[config.mk]
export PLATFORM = sky130hd
export DESIGN_NAME = mips_boot_sequencer
export DESIGN_NICKNAME = d
export VERILOG_FILES = /design/src/rtl/mips_seq_pkg.sv /design/src/rtl/mips_seq_loader.sv /design/src/rtl/mips_boot_sequencer.sv
export SDC_FILE = /design/constraint.sdc
export NUM_CORES = 1
export LEC_CHECK = 0
export ABC_AREA = 0
export CELL_PAD_IN_SITES_DETAIL_PLACEMENT = 1
export CELL_PAD_IN_SITES_GLOBAL_PLACEMENT = 1
export CORE_MARGIN = 2
export CORE_UTILIZATION = 43
export DETAILED_ROUTE_END_ITERATION = 7
export HOLD_SLACK_MARGIN = 0.02
export PLACE_DENSITY_LB_ADDON = 0.1
export SKIP_LAST_GASP = 1
export SYNTH_ARGS = -nofsm -noshare
export SYNTH_HDL_FRONTEND = slang
export SYNTH_SLANG_ARGS = --single-unit
[constraint.sdc]
create_clock -name CLK -period 8.7 [get_ports CLK]
set_input_delay 1.305 -clock CLK [delete_from_list [all_inputs] [get_ports CLK]]
set_output_delay 1.305 -clock CLK [all_outputs]
set_load 0.03 [all_outputs]
[src/rtl/mips_seq_pkg.sv]
`default_nettype none
// ---------------------------------------------------------------------------
// mips_seq_pkg : shared state encodings and default widths for the boot sequencer
// Rev 1.0
// ---------------------------------------------------------------------------
package mips_seq_pkg;

  localparam int c_DEF_DATA_WIDTH = 32;
  localparam int c_DEF_IMEM_AW    = 8;
  localparam int c_DEF_CNT_WIDTH  = 32;

  typedef enum logic [2:0] {
    ST_IDLE   = 3'd0,
    ST_LOAD   = 3'd1,
    ST_COMMIT = 3'd2,
    ST_RUN    = 3'd3,
    ST_HALT   = 3'd4
  } seq_state_t;

endpackage
`default_nettype wire

[src/rtl/mips_seq_loader.sv]
`default_nettype none
// ---------------------------------------------------------------------------
// mips_seq_loader : host word handshake, word index and registered imem write
// Rev 1.0
// ---------------------------------------------------------------------------
module mips_seq_loader
  import mips_seq_pkg::*;
#(
  parameter int DATA_WIDTH = c_DEF_DATA_WIDTH,
  parameter int IMEM_AW    = c_DEF_IMEM_AW
) (
  input  logic                  clk,
  input  logic                  rst_n,
  input  logic                  i_start,
  input  logic [IMEM_AW:0]      i_load_len,
  input  logic                  i_host_valid,
  input  logic [DATA_WIDTH-1:0] i_host_data,
  output logic                  o_host_ready,
  output logic                  o_imem_we,
  output logic [IMEM_AW+1:0]    o_imem_addr,
  output logic [DATA_WIDTH-1:0] o_imem_wd,
  output logic                  o_last
);

  localparam logic [IMEM_AW:0] c_DEPTH   = {1'b1, {IMEM_AW{1'b0}}};
  localparam logic [IMEM_AW:0] c_IDX_ONE = {{IMEM_AW{1'b0}}, 1'b1};

  logic [IMEM_AW:0]      r_idx;
  logic [IMEM_AW:0]      r_len;
  logic                  r_ready;
  logic                  r_we;
  logic [IMEM_AW+1:0]    r_addr;
  logic [DATA_WIDTH-1:0] r_wd;
  logic [IMEM_AW:0]      w_len_clamped;
  logic [IMEM_AW:0]      w_idx_inc;
  logic                  w_accept;

  // Oversized loads stop at the end of memory instead of wrapping to address 0.
  assign w_len_clamped = (i_load_len > c_DEPTH) ? c_DEPTH : i_load_len;
  assign w_accept      = i_host_valid & r_ready;
  assign w_idx_inc     = r_idx + c_IDX_ONE;
  assign o_last        = w_accept & (w_idx_inc == r_len);

  always_ff @(posedge clk or negedge rst_n) begin
    if (!rst_n) begin
      r_idx   <= '0;
      r_len   <= '0;
      r_ready <= 1'b0;
      r_we    <= 1'b0;
      r_addr  <= '0;
      r_wd    <= '0;
    end else begin
      r_we <= 1'b0;
      if (i_start) begin
        r_idx   <= '0;
        r_len   <= w_len_clamped;
        r_ready <= 1'b1;
      end else if (w_accept) begin
        r_we   <= 1'b1;
        r_addr <= {r_idx[IMEM_AW-1:0], 2'b00};
        r_wd   <= i_host_data;
        r_idx  <= w_idx_inc;
        if (w_idx_inc == r_len) begin
          r_ready <= 1'b0;
        end
      end
    end
  end

  assign o_host_ready = r_ready;
  assign o_imem_we    = r_we;
  assign o_imem_addr  = r_addr;
  assign o_imem_wd    = r_wd;

endmodule
`default_nettype wire

[src/rtl/mips_boot_sequencer.sv]
`default_nettype none
// ---------------------------------------------------------------------------
// mips_boot_sequencer : load / commit / run / halt control of the MIPS core
// Rev 1.0
// ---------------------------------------------------------------------------
module mips_boot_sequencer
  import mips_seq_pkg::*;
#(
  parameter int DATA_WIDTH = c_DEF_DATA_WIDTH,
  parameter int IMEM_AW    = c_DEF_IMEM_AW,
  parameter int CNT_WIDTH  = c_DEF_CNT_WIDTH
) (
  input  logic                  CLK,
  input  logic                  RST,
  input  logic                  start_load,
  input  logic [IMEM_AW:0]      load_len,
  input  logic                  host_valid,
  input  logic [DATA_WIDTH-1:0] host_data,
  output logic                  host_ready,
  output logic                  imem_we,
  output logic [IMEM_AW+1:0]    imem_addr,
  output logic [DATA_WIDTH-1:0] imem_wd,
  input  logic [CNT_WIDTH-1:0]  run_limit,
  input  logic                  halt_req,
  input  logic                  resume,
  output logic                  cpu_rst_n,
  output logic                  cpu_clk_en,
  output logic [CNT_WIDTH-1:0]  cycle_cnt,
  output logic [2:0]            state,
  output logic                  done
);

  localparam logic [CNT_WIDTH-1:0] c_CNT_ONE = {{(CNT_WIDTH-1){1'b0}}, 1'b1};

  seq_state_t           r_state;
  seq_state_t           w_next;
  logic                 w_load_start;
  logic                 w_last;
  logic                 w_limit_hit;
  logic [CNT_WIDTH-1:0] r_cnt;
  logic [CNT_WIDTH-1:0] r_limit;
  logic                 r_cpu_rst_n;
  logic                 r_clk_en;
  logic                 r_done;

  mips_seq_loader #(
    .DATA_WIDTH (DATA_WIDTH),
    .IMEM_AW    (IMEM_AW)
  ) u_loader (
    .clk          (CLK),
    .rst_n        (RST),
    .i_start      (w_load_start),
    .i_load_len   (load_len),
    .i_host_valid (host_valid),
    .i_host_data  (host_data),
    .o_host_ready (host_ready),
    .o_imem_we    (imem_we),
    .o_imem_addr  (imem_addr),
    .o_imem_wd    (imem_wd),
    .o_last       (w_last)
  );

  // ">=" rather than "==" so a resume past the budget still halts after one cycle.
  assign w_limit_hit = (r_limit != '0) && (r_cnt >= (r_limit - c_CNT_ONE));

  always_comb begin
    w_next       = r_state;
    w_load_start = 1'b0;
    case (r_state)
      ST_IDLE: begin
        if (start_load) begin
          w_load_start = (load_len != '0);
          w_next       = (load_len != '0) ? ST_LOAD : ST_COMMIT;
        end
      end
      ST_LOAD: begin
        if (w_last) w_next = ST_COMMIT;
      end
      ST_COMMIT: w_next = ST_RUN;
      ST_RUN: begin
        if (halt_req || w_limit_hit) w_next = ST_HALT;
      end
      ST_HALT: begin
        if (start_load) begin
          w_load_start = (load_len != '0);
          w_next       = (load_len != '0) ? ST_LOAD : ST_COMMIT;
        end else if (resume && !halt_req) begin
          w_next = ST_RUN;
        end
      end
      default: w_next = ST_IDLE;
    endcase
  end

  always_ff @(posedge CLK or negedge RST) begin
    if (!RST) begin
      r_state <= ST_IDLE;
    end else begin
      r_state <= w_next;
    end
  end

  // Core controls are registered from the next state so they line up with it.
  always_ff @(posedge CLK or negedge RST) begin
    if (!RST) begin
      r_cpu_rst_n <= 1'b0;
      r_clk_en    <= 1'b1;
      r_done      <= 1'b0;
      r_cnt       <= '0;
      r_limit     <= '0;
    end else begin
      r_cpu_rst_n <= (w_next == ST_RUN) || (w_next == ST_HALT);
      r_clk_en    <= (w_next != ST_HALT);
      r_done      <= (w_next == ST_HALT);
      if ((w_next == ST_LOAD) || (w_next == ST_COMMIT)) begin
        r_cnt <= '0;
      end else if ((r_state == ST_RUN) && (r_cnt != '1)) begin
        r_cnt <= r_cnt + c_CNT_ONE;
      end
      if (r_state == ST_COMMIT) begin
        r_limit <= run_limit;
      end
    end
  end

  assign cpu_rst_n  = r_cpu_rst_n;
  assign cpu_clk_en = r_clk_en;
  assign cycle_cnt  = r_cnt;
  assign state      = r_state;
  assign done       = r_done;

endmodule
`default_nettype wire

Word-level counts from Yosys, hierarchy flattened:

Index checks and enable logic that the tools add are counted.

* bits in registers: 130
* bits in latches: 0
* RAM bits: 0
* bits in read-only memories: 0
* input port bits: 79
* output and inout bits: 82
* memories kept: 0

* add/subtract/negate cells: 3
* multipliers: 0
* divide/modulo/power cells: 0
* order comparisons: 2
* equal/unequal tests: 11
* shift operators: 0
* multiplexer cells: 19
* bitwise logic cells: 3
* reductions and logical operators: 16

Operator list (number)
* $mux W32: 2
* $add A32 B1 Y32 const B: 1
* $ge A32 B32 Y1: 1
* $ne A32 B32 Y1 const B: 1
* $reduce_bool A32 Y1: 1
* $sub A32 B1 Y32 const B: 1
* $mux W9: 3
* $mux W3: 5
* $pmux W3 S5: 1
* $eq A3 B2 Y1 const B: 4
* $add A9 B1 Y9 const B: 1
* $eq A9 B9 Y1: 1
* $gt A9 B9 Y1 const B: 1
* $reduce_bool A9 Y1: 1
* $mux W1: 7
* $eq A3 B1 Y1 const B: 2
* $eq A3 B3 Y1 const B: 2
* $reduce_bool A2 Y1: 3
* $reduce_and A2 Y1: 2
* $logic_and A1 B1 Y1: 3
* $logic_not A3 Y1: 1
* $logic_or A1 B1 Y1: 3
* $ne A3 B3 Y1 const B: 1
* $and A1 B1 Y1: 2
* 4 further kinds: 4

Depth between registers and ports, before layout:

Gate-level depths: netlist of run 1.

* depth in word-level cells: 9
* mapped depth: 13
* gate-level depth less buffers: 13

Modules after synthesis:

Synthesis of run 1 repeated with hierarchy kept, for this count alone.

* cell total of the unflattened synthesis: 755
* area total of the unflattened synthesis: 7073.0 sq um

By module, submodules not included
* mips_boot_sequencer: times used 1, cells each 459, area each 4463.0 sq um, sequential area each 1752.9 sq um
* mips_seq_loader: times used 1, cells each 296, area each 2610.0 sq um, sequential area each 1501.4 sq um

Least setup slack after synthesis of run 1:

Ideal clock, no wire load.

* path kind: reg-to-reg
* from: reg r_limit[10]
* to: reg r_done (netlist: done)
* data arrival time: 3083 ps
* data required time: 8576 ps
* path slack: 5493 ps
* stages on the path, launching flop included: 13
* buffers on the path: 0
* clock period less this slack: 3207 ps
* cell sequence: dfrtp_1 -> nor4_1 -> nand4_2 -> nor3_1 -> nor3b_1 -> xnor2_1 -> ha_1 -> nand2_1 -> o21ai_0 -> a221o_1 -> a211oi_1 -> a21oi_2 -> o31a_1

* cells in the longest elaborated chain, start to end: 7

Ends and longest elaborated chain
* from (decl): RTL line mips_boot_sequencer.sv:41 `logic [CNT_WIDTH-1:0] r_limit;`
* from (signal assigned): RTL line mips_boot_sequencer.sv:121 `r_limit <= run_limit;`
* $sub A32 B1 Y32: RTL line mips_boot_sequencer.sv:64 `assign w_limit_hit = (r_limit != '0) && (r_cnt >= (r_limit - c_CNT_ONE));`
* $ge A32 B32 Y1: RTL line mips_boot_sequencer.sv:64
* $logic_and A1 B1 Y1 (*): RTL line mips_boot_sequencer.sv:64
* $logic_or A1 B1 Y1 (*): RTL line mips_boot_sequencer.sv:81 `if (halt_req || w_limit_hit) w_next = ST_HALT;`
* $mux W3 (*): RTL line mips_boot_sequencer.sv:81
* $pmux W3 S5 (*): RTL line mips_boot_sequencer.sv:69 `case (r_state)`
* $eq A3 B3 Y1 (*): RTL line mips_boot_sequencer.sv:114 `r_done <= (w_next == ST_HALT);`
* to (signal assigned): RTL line mips_boot_sequencer.sv:114
* to (decl): RTL line mips_boot_sequencer.sv:44 `logic r_done;`

Every way passes the cells marked *; elsewhere a longest branch is shown, timed or not.
A chain may end at the register's enable or synchronous reset.

Worst setup path after layout of run 1:

* from: reg r_limit[7]
* to: reg r_state[0] (netlist: state[0])

* cells in the longest elaborated chain, start to end: 6

Ends and longest elaborated chain
* $sub A32 B1 Y32: RTL line mips_boot_sequencer.sv:64
* $ge A32 B32 Y1: RTL line mips_boot_sequencer.sv:64
* $logic_and A1 B1 Y1 (*): RTL line mips_boot_sequencer.sv:64
* $logic_or A1 B1 Y1 (*): RTL line mips_boot_sequencer.sv:81
* $mux W3 (*): RTL line mips_boot_sequencer.sv:81
* $pmux W3 S5 (*): RTL line mips_boot_sequencer.sv:69
* named net w_next[0]: RTL line mips_boot_sequencer.sv:36 `seq_state_t w_next;`
* to (signal assigned): RTL line mips_boot_sequencer.sv:99 `r_state <= w_next;`
* to (decl): RTL line mips_boot_sequencer.sv:35 `seq_state_t r_state;`

Mark *: on every way through the listed nets, which the timed path passes. The rest lies on a longest branch.

==> metrics.md, run 1 <==
| Metric | Value |
|---|---|
| DR vias | `5,716` |
| Hold WS | `0.501 ns` |
| Mapped Cells | `661` |
| GRT Residual Overflow | `0` |
| Share of cells above drive strength 1 | `15.4%` |
| Asr flop ratio synth | `100%` |
| Data required, critical path | `8.98 ns` |
| Htree depth | `4` |
| ANT nets after route | `0` |
| Detailed Routing Iterations Pass 1 | `4` |
| Clk Latency, worst-skew pair | `0.42 ns` |
| Synthesized cell area | `7130 µm²` |
| Clock buffer depth | `2` |
| Hold Fails Final Rpt | `0` |
| Pwr dens | `301 nW/µm²` |
| CTS root buffer | `clkbuf_16` |
| Slowest-stage cell, CP | `nor4_2` |
| Max-cap viol count | `0` |
| IO Port Bufs | `158` |
| Worst-Margin Slew | `1.16 ns` |
| Setup crit start | `r_limit[7]` |
| RSZ-0062 raised after global routing | `false` |
| CP Cell Sequence | `nor4_2, nand3_1, or4_1, xor2_1, ha_1, nand4_1, or3_1, a2111oi_0, o311ai_1, a21oi_2, o211ai_1` |
| Standard-cell rows | `47` |
| Worst path top cell family by delay | `simple AND/OR/NAND/NOR gates` |
| Met3 routed WL | `647 µm` |
| CP Depth | `11` |
| Max Clock Freq | `239 MHz` |
| Final Cycle Share | `48.1%` |
| Crit path largest cell delay | `0.66 ns` |
| All-layer global routing usage | `23.2%` |
| # clock sinks | `130` |
| Post-CTS setup buffer count | `0` |
| Worst clock skew | `0.00924 ns` |
| Vias in the first global route | `6,146` |
| Reg2reg end | `state[0]` |
| Startpoint class of the critical path | `flop` |
| # DRC | `0` |
| Setup Total Neg Slack | `0 ns` |
| Top_reg_cell synth | `dfrtp_1` |
| Yosys Warn Count | `0` |
| CTS Hold Bufs | `0` |
| Synthesized flop and latch total | `130` |
| Slew Limit Fails | `0` |
| EDFF count, synth | `0` |
| Setup slack after layout | `4.52 ns` |
| CTS Buf Count | `17` |
| CP max FO | `5` |
| Drt wl/cell | `18.8 µm` |
| R2R Setup Slk | `4.52 ns` |
| Commonest cells after routing, fill and taps aside | `clkdlybuf4s50_1 (157), dfrtp_1 (129), mux2_2 (71), nor2_1 (57), nand2_1 (48)` |
| CTS-repair resized insts | `0` |
| Dpl cells | `1,020` |
| Routability congestion estimate | `0.840` |
| Place WS | `4.42 ns` |
| Area Growth Syn to Fin | `33.5%` |
| Relative slew margins | `22.3%` |
| Core area | `16,400 µm²` |
| Peak VDD IR | `146 µV` |
| Power Total | `2.87 mW` |
| FF-to-FF path depth | `11` |
| Leakage | `3.90 nW` |
| Detailed Place HPWL | `14,900 µm` |
| N_diodes | `0` |
| M1 WL | `8620 µm` |
| Min Tclk post-route | `4.18 ns` |
| Post-Layout Cell Count | `1,051` |
| DIE WIDTH | `133 µm` |
| Worst r2r src | `r_limit[7]` |
| Unique masters post-synth | `63` |
| Share of the yosys chip area belonging to registers | `45.6%` |
| Avg Inst Size Synth | `10.8 µm²` |
| Crit Path Category | `flop to flop` |
| DIE HEIGHT | `133 µm` |
| Reg clk slew, reported paths | `0.05 ns` |
| Worst path bufs/invs | `0` |
| Hold crit path type | `flop to flop` |
| Global-route wire length before repair | `32,500 µm` |
| Worst Setup EP | `state[0]` |
| Vias/cell | `5.44` |
| Nets | `934` |
| Commonest non-fill, non-tap cell in the layout | `clkdlybuf4s50_1` |
| Die Area | `17,600 µm²` |
| Top Layer Used | `met4` |
| Routed wire length | `19,800 µm` |
| Worst setup EP type | `flop` |
| I/O pins | `161` |
| CTS tree | `built` |
| Status | `finished clean` |
| Initial drt markers | `172` |
| Met2 WL | `10,200 µm` |
| Initial Util | `43.5%` |
| Worst EP arrival | `4.46 ns` |
| Largest net degree at the start of global routing | `69` |
| Setup violators final | `0` |
| Antenna violations before repair | `0` |
-- cell type report --
cell class,instances,area [µm²]
fill,1748,6890
timing repair buffer,160,1590
tap,220,275
clock inverter,12,156
clock buffer,19,453
inverter,12,45.0
multi-input combinational,498,3740
sequential,130,3250
-- through the flow --
step | util, % | cell area (µm²)
after floorplan | - | 7130
after global placement | 54.3 | 8900
after detailed placement | 54.3 | 8900
after CTS | 58.0 | 9510
after global routing | 58.0 | 9510
final | 58.0 | 9510
-- flip-flops by register name, indices dropped and copies added (netlist names) --
register	cells
u_loader.r_len	9
u_loader.r_idx	9
cpu_rst_n	1
u_loader.o_imem_we	1
cycle_cnt	32
state	3
cpu_clk_en	1
u_loader.o_host_ready	1
u_loader.o_imem_wd	32
r_limit	32
u_loader.o_imem_addr	8
done	1
-- worst min-delay path by stage --
| stage | to | cells after the start | startpoint | slack [ns] |
|---|---|---|---|---|
| finish | u_loader.r_len[7] | 2 | u_loader.r_len[7] | 0.50 |
| global route | u_loader.o_imem_wd[11] | 1 | u_loader.o_imem_wd[11] | 0.53 |
| CTS | u_loader.r_len[0] | 2 | u_loader.r_len[0] | 0.51 |
| detailed placement | u_loader.o_imem_wd[18] | 1 | u_loader.o_imem_wd[18] | 0.50 |
| global placement | u_loader.o_imem_wd[10] | 1 | u_loader.o_imem_wd[10] | 0.49 |
| floorplan | u_loader.r_len[2] | 2 | u_loader.r_len[2] | 0.45 |
-- logic make-up (layout without fill, tap and decap cells) --
| logic type | Yosys count | count (layout) | share of synthesized area [%] |
|---|---|---|---|
| adders and majority gates | 36 | 36 | 6.32 |
| xor gates and xnor gates | 71 | 71 | 8.92 |
| other | 1 | 2 | 0.0526 |
| AOI/OAI and AO/OA | 76 | 76 | 7.11 |
| buffers and inverters | 34 | 203 | 2.11 |
| muxes | 72 | 72 | 11.4 |
| and+or+nand+nor | 241 | 241 | 18.5 |
| DFF | 130 | 130 | 45.6 |
-- power breakdown --
part           internal (mW)  switching, mW
Sequential             0.799          0.205
Clock                  0.465          0.278
Combinational          0.525          0.594
-- cells in the mapped netlist (4+ instances only) --
cell | number | area (µm²)
dfrtp_1 | 129 | 3230
mux2_2 | 71 | 800
nor2_1 | 58 | 218
nand2_1 | 48 | 180
xnor2_1 | 38 | 333
ha_1 | 36 | 450
xor2_1 | 32 | 280
nand3_1 | 29 | 145
a21oi_1 | 20 | 100
nor3_1 | 19 | 95.1
nand4_1 | 14 | 87.6
o21ai_0 | 14 | 70.1
inv_1 | 12 | 45.0
nand3b_1 | 12 | 90.1
o211ai_1 | 10 | 75.1
buf_2 | 9 | 45.0
clkbuf_1 | 9 | 33.8
or3_1 | 9 | 56.3
o21ai_1 | 7 | 35.0
or4_1 | 7 | 52.6
nor4_1 | 6 | 37.5
and3_1 | 5 | 31.3
o31ai_1 | 4 | 30.0
-- worst register-to-register path: cells and delay by family, from the launching register on --
kind / cells / cell delay (ns)
adder cells (fa/ha/maj): 1 / 0.31
XOR/XNOR: 1 / 0.19
flip-flops: 1 / 0.43
AND/OR/NAND/NOR: 5 / 2.01
AO/OA/AOI/OAI: 4 / 1.10
-- per-layer routing --
metal / global-route usage, % / vias to the layer above
met5: 0 / -
met4: 6.51 / 0
met3: 4.83 / 24
met2: 39.9 / 111
met1: 29.8 / 2907
li1: - / 2674
No activity file was read; power rests on OpenSTA's default activity.
==> run 2: changes to the inputs <==
Settings changed: CORE_UTILIZATION 43 to 36.
Clock period 8.7 ns to 3.39 ns, I/O delays scaled along.
==> metrics.md, run 2 (synthesis results as in run 1) <==
| Metric | Value |
|---|---|
| Worst r2r src | `r_limit[22]` |
| Htree depth | `4 (unchanged)` |
| I/O pins | `161 (unchanged)` |
| Worst EP arrival | `3.60 ns (-0.86 ns)` |
| Routability congestion estimate | `0.802 (-4.5%)` |
| N_diodes | `0 (unchanged)` |
| DIE WIDTH | `145 µm (+9.0%)` |
| Min Tclk post-route | `3.30 ns (-0.880 ns)` |
| Peak VDD IR | `421 µV (+190%)` |
| Share of cells above drive strength 1 | `21.4% (+6.0 points)` |
| Drt wl/cell | `18.4 µm (-2.1%)` |
| Initial drt markers | `164 (-4.7%)` |
| Clock buffer depth | `2 (unchanged)` |
| CTS tree | `built` |
| Worst setup EP type | `flop` |
| Leakage | `4.14 nW (+6.1%)` |
| Routed wire length | `21,100 µm (+6.4%)` |
| Number of fill cells | `2,117 (+21%)` |
| Data required, critical path | `3.69 ns (-5.29 ns)` |
| Worst-Margin Slew | `1.06 ns (-0.102 ns)` |
| Worst clock skew | `0.00648 ns (-0.00276 ns)` |
| Max Clock Freq | `303 MHz (+27%)` |
| Setup Total Neg Slack | `0 ns (unchanged)` |
| # clock sinks | `130 (unchanged)` |
| Nets | `979 (+4.8%)` |
| Clk Latency, worst-skew pair | `0.42 ns (about the same)` |
| Commonest cells after routing, fill and taps aside | `clkdlybuf4s50_1 (157), dfrtp_1 (129), mux2_2 (71), nor2_1 (55), nand2_1 (48)` |
| Reg clk slew, reported paths | `0.06 ns (about the same)` |
| Max-cap viol count | `0 (unchanged)` |
| GRT Residual Overflow | `0 (unchanged)` |
| Core area | `19,500 µm² (+19%)` |
| Commonest non-fill, non-tap cell in the layout | `clkdlybuf4s50_1` |
| Crit Path Category | `flop to flop` |
| Vias in the first global route | `6,237 (+1.5%)` |
| CTS Buf Count | `17 (unchanged)` |
| Vias/cell | `5.09 (-6.3%)` |
| Pwr dens | `765 nW/µm² (+150%)` |
| Initial Util | `36.6% (-6.8 points)` |
| Slew Limit Fails | `0 (unchanged)` |
| Place WS | `-0.142 ns (-4.56 ns)` |
| Setup crit start | `r_limit[22]` |
| CTS root buffer | `clkbuf_16` |
| DR vias | `5,818 (+1.8%)` |
| ANT nets after route | `0 (unchanged)` |
| # DRC | `0 (unchanged)` |
| DIE HEIGHT | `145 µm (+9.0%)` |
| Detailed Place HPWL | `15,700 µm (+5.4%)` |
| IO Port Bufs | `158 (unchanged)` |
| All-layer global routing usage | `20.3% (-2.9 points)` |
| RSZ-0062 raised after global routing | `true` |
| Hold Fails Final Rpt | `0 (unchanged)` |
| Largest net degree at the start of global routing | `54 (-22%)` |
| Hold crit path type | `primary input to async pin` |
| Hold WS | `0.152 ns (-0.349 ns)` |
| Setup violators final | `0 (unchanged)` |
| Detailed Routing Iterations Pass 1 | `4 (unchanged)` |
| Die Area | `20,900 µm² (+19%)` |
| Power Total | `7.66 mW (+170%)` |
| Antenna violations before repair | `0 (unchanged)` |
| Startpoint class of the critical path | `flop` |
| Standard-cell rows | `51 (+8.5%)` |
| Global-route wire length before repair | `33,000 µm (+1.4%)` |
| Setup slack after layout | `0.0857 ns (-4.43 ns)` |
| Area Growth Syn to Fin | `40.6%` |
| Status | `finished clean` |
| CP max FO | `5 (unchanged)` |
| Final Cycle Share | `97.5% (+49 points)` |
| Relative slew margins | `29.3% (+7.0 points)` |
-- run 2: cell count changes in the layout (fill, tap and decap cells not counted), sizes merged --
cell	change
buf	+45
bufinv	-2
clkbuf	-2
clkinvlp	-1
inv	+6
-- run 2: power by group --
group          switching, mW  leakage [nW]  internal, mW  total (mW)
logic                   1.77          2.22          1.62        3.39
registers              0.430          1.64          2.05        2.48
clock network          0.765         0.275          1.03        1.79
-- run 2: area by class of cell --
type	count	area [µm²]	area share, %
inverters	12	45.0	0.449
clock buffers	17	425	4.24
repair buffers	205	1960	19.6
clock inverters	15	146	1.46
flip-flops and latches	130	3250	32.5
well taps	265	332	3.31
multi-input cells	498	3860	38.5
-- run 2: timing repair --
item	CTS	global route
pin swaps	1	17
hold buffers	0	0
cloned	0	0
buffers inserted	0	5
gates resized for setup	4	20
setup endpoints to repair	5	5
-- run 2: final timing paths --
kind | slack, ns | to | depth (start not counted)
max reg2reg | 0.09 | state[2] | 12
min reg2reg | 0.50 | u_loader.r_len[7] | 2
min in group CLK | 0.50 | u_loader.r_len[7] | 2
min | 0.15 | cycle_cnt[7] | 1
max | 0.09 | state[2] | 12
max in group asynchronous | 2.35 | u_loader.o_imem_wd[2] | 2
-- run 2: critical path: stages, from the launching register on --
cell	delay [ns]
dfrtp_1	0.38
or4_1	0.51
or3_4	0.43
nor2_4	0.11
nand2_1	0.07
xor2_1	0.15
ha_1	0.33
nand4_1	0.13
nor3_2	0.07
a221o_1	0.36
a211oi_4	0.22
a21oi_4	0.13
o31a_1	0.30
-- run 2: stage by stage --
stage | utilization, % | area [µm²] | cells
final | 51.5 | 10000 | 1142
after global routing | 51.5 | 10000 | 1142
after CTS | 50.8 | 9880 | 1137
after detailed placement | 47.7 | 9290 | 1105
after global placement | 47.7 | 9290 | 1105
after floorplan | - | 7130 | 662
-- run 2: per-layer routing --
metal / track usage (%) / wire (µm) / share of wire, %
met5: 0 / 0 / 0
met4: 6.34 / 238 / 1.1
met3: 3.22 / 610 / 2.9
met2: 34.7 / 10700 / 51
met1: 26.6 / 9500 / 45
==> run 3: changes to the inputs <==
Settings changed: CORE_ASPECT_RATIO set to 0.6, CORE_MARGIN 2 to not set.
==> metrics.md, run 3 (synthesis results as in run 1) <==
| Metric | Value |
|---|---|
| Status | `complete, but fails checks` |
| Failing checks | `negative setup slack` |
| Max-cap viol count | `0 (unchanged)` |
| Initial drt markers | `244 (+49%)` |
| Peak VDD IR | `408 µV (-3.2%)` |
| DR vias | `5,975 (+2.7%)` |
| Max Clock Freq | `285 MHz (-6.0%)` |
| Global routing usage on met2 | `34.1% (-0.63 points)` |
| Relative slew margins | `45.4% (+16 points)` |
| Routed wire length | `22,100 µm (+4.9%)` |
| CP Cell Sequence | `nor4_4, nand3b_1, or3_4, nor3_4, xnor2_1, ha_1, a21oi_2, nand2_1, a221o_1, a211oi_2, buf_4, a21oi_4, o31a_1` |
| Setup slack after layout | `-0.123 ns (-0.209 ns)` |
| Worst path bufs/invs | `1 (+1)` |
| Share of cells above drive strength 1 | `23.9% (+2.5 points)` |
| Nets | `993 (+1.4%)` |
| Pwr dens | `780 nW/µm² (+2.0%)` |
| GRT Residual Overflow | `0 (unchanged)` |
| Data required, critical path | `3.70 ns (about the same)` |
| CTS Hold Bufs | `0 (unchanged)` |
| Vias/cell | `5.17 (+1.5%)` |
| Setup violators final | `4 (+4)` |
| Worst clock skew | `0.00911 ns (+0.00263 ns)` |
| Detailed Routing Iterations Pass 1 | `4 (unchanged)` |
| Detailed Place HPWL | `16,000 µm (+2.1%)` |
| Min Tclk post-route | `3.51 ns (+0.209 ns)` |
| Largest net degree at the start of global routing | `72 (+33%)` |
| Vias in the first global route | `6,556 (+5.1%)` |
| Drt wl/cell | `19.1 µm (+3.7%)` |
| Htree depth | `4 (unchanged)` |
| # clock sinks | `130 (unchanged)` |
| Commonest non-fill, non-tap cell in the layout | `clkdlybuf4s50_1` |
| Antenna violations before repair | `0 (unchanged)` |
| Commonest cells after routing, fill and taps aside | `clkdlybuf4s50_1 (157), dfrtp_1 (129), mux2_2 (71), buf_4 (58), nor2_1 (52)` |
| Initial Util | `37.1% (+0.45 points)` |
| Startpoint class of the critical path | `flop` |
| Slew Limit Fails | `0 (unchanged)` |
| Worst EP arrival | `3.82 ns (+0.22 ns)` |
| Grt met3 use | `5.52% (+2.3 points)` |
| Reg clk slew, reported paths | `0.06 ns (about the same)` |
| Util after Layout | `53.5% (+2.0 points)` |
| Power Total | `8.01 mW (+4.5%)` |
| Core area | `19,200 µm² (-1.2%)` |
| Setup Total Neg Slack | `-0.351 ns (-0.351 ns)` |
| Worst setup EP type | `flop` |
| ANT nets after route | `0 (unchanged)` |
| DIE HEIGHT | `111 µm (-23%)` |
| Post-Layout Cell Count | `1,156 (+1.2%)` |
| CTS Buf Count | `17 (unchanged)` |
| IO Port Bufs | `158 (unchanged)` |
| Worst-Margin Slew | `0.798 ns (-0.262 ns)` |
| CTS root buffer | `clkbuf_16` |
| Clock buffer depth | `2 (unchanged)` |
| N_diodes | `0 (unchanged)` |
| Global-route wire length before repair | `36,000 µm (+9.2%)` |
| CTS tree | `built` |
| Clk Latency, worst-skew pair | `0.43 ns (about the same)` |
| # DRC | `0 (unchanged)` |
| Slowest-stage cell, CP | `or3_4` |
| Gr busiest metal | `met2` |
| Met1 Use GR | `32.9% (+6.2 points)` |
| All-layer global routing usage | `22.9% (+2.5 points)` |
| Standard-cell rows | `39 (-24%)` |
| Dpl cells | `1,115 (+0.90%)` |
| Hold Fails Final Rpt | `0 (unchanged)` |
| Crit path largest cell delay | `0.45 ns (-0.06 ns)` |
| Area after DPL | `9360 µm² (+0.74%)` |
| CP max FO | `5 (unchanged)` |
| Final Cell Area | `10,300 µm² (+2.5%)` |
| Leakage | `4.25 nW (+2.8%)` |
| Crit Path Category | `flop to flop` |
| I/O pins | `161 (unchanged)` |
| RSZ-0062 raised after global routing | `true` |
| Routability congestion estimate | `0.855 (+6.6%)` |
| Area Growth Syn to Fin | `44.2%` |
| Final Cycle Share | `104% (+6.2 points)` |
| Hold crit path type | `primary input to async pin` |
| Die Area | `20,400 µm² (-2.7%)` |
| Worst path top cell family by delay | `simple AND/OR/NAND/NOR gates` |
| DIE WIDTH | `184 µm (+27%)` |
## run 3: path summary, 6_finish.rpt
path,cells after the start,start,slack [ns],endpoint
max,13,r_limit[14],-0.12,state[2]
min,1,RST,0.16,u_loader.r_len[0]
max reg2reg,13,r_limit[14],-0.12,state[2]
min reg2reg,1,u_loader.o_imem_wd[7],0.50,u_loader.o_imem_wd[7]
max in group asynchronous,2,RST,2.36,cpu_clk_en
min in group CLK,1,u_loader.o_imem_wd[7],0.50,u_loader.o_imem_wd[7]
## run 3: final cells by class
class	instances	area, µm²
clock inverters	12	181
multi-input cells	498	3950
flip-flops and latches	130	3250
well taps	266	333
repair buffers	219	2070
inverters	12	45.0
clock buffers	19	443
fillers	2092	8950
## run 3: timing repair
action                                  in CTS  in global routing
resized for setup                           25                 19
pin swaps                                   13                 14
cloned                                       0                  0
setup buffers                                7                  4
endpoints found under the setup margin       5                  5
## run 3: through the flow
| stage | setup WS (ns) | hold slack, ns |
|---|---|---|
| floorplan | 0.183 | 0.213 |
| global placement | -0.0563 | 0.487 |
| detailed placement | -0.325 | 0.495 |
| CTS | -0.0761 | 0.184 |
| global route | -0.247 | 0.220 |
| finish | -0.123 | 0.158 |
## run 3: where the power goes
group | total (mW) | internal (mW) | switching [mW]
combinational | 3.53 | 1.69 | 1.84
clock | 2.00 | 1.25 | 0.744
sequential | 2.49 | 2.05 | 0.441
total | 8.01 | 4.99 | 3.02
## run 3: metal layers
layer	up-vias	routed length, µm
li1	2799	-
met1	3001	11000
met2	155	9800
met3	20	1010
met4	0	244
met5	-	0
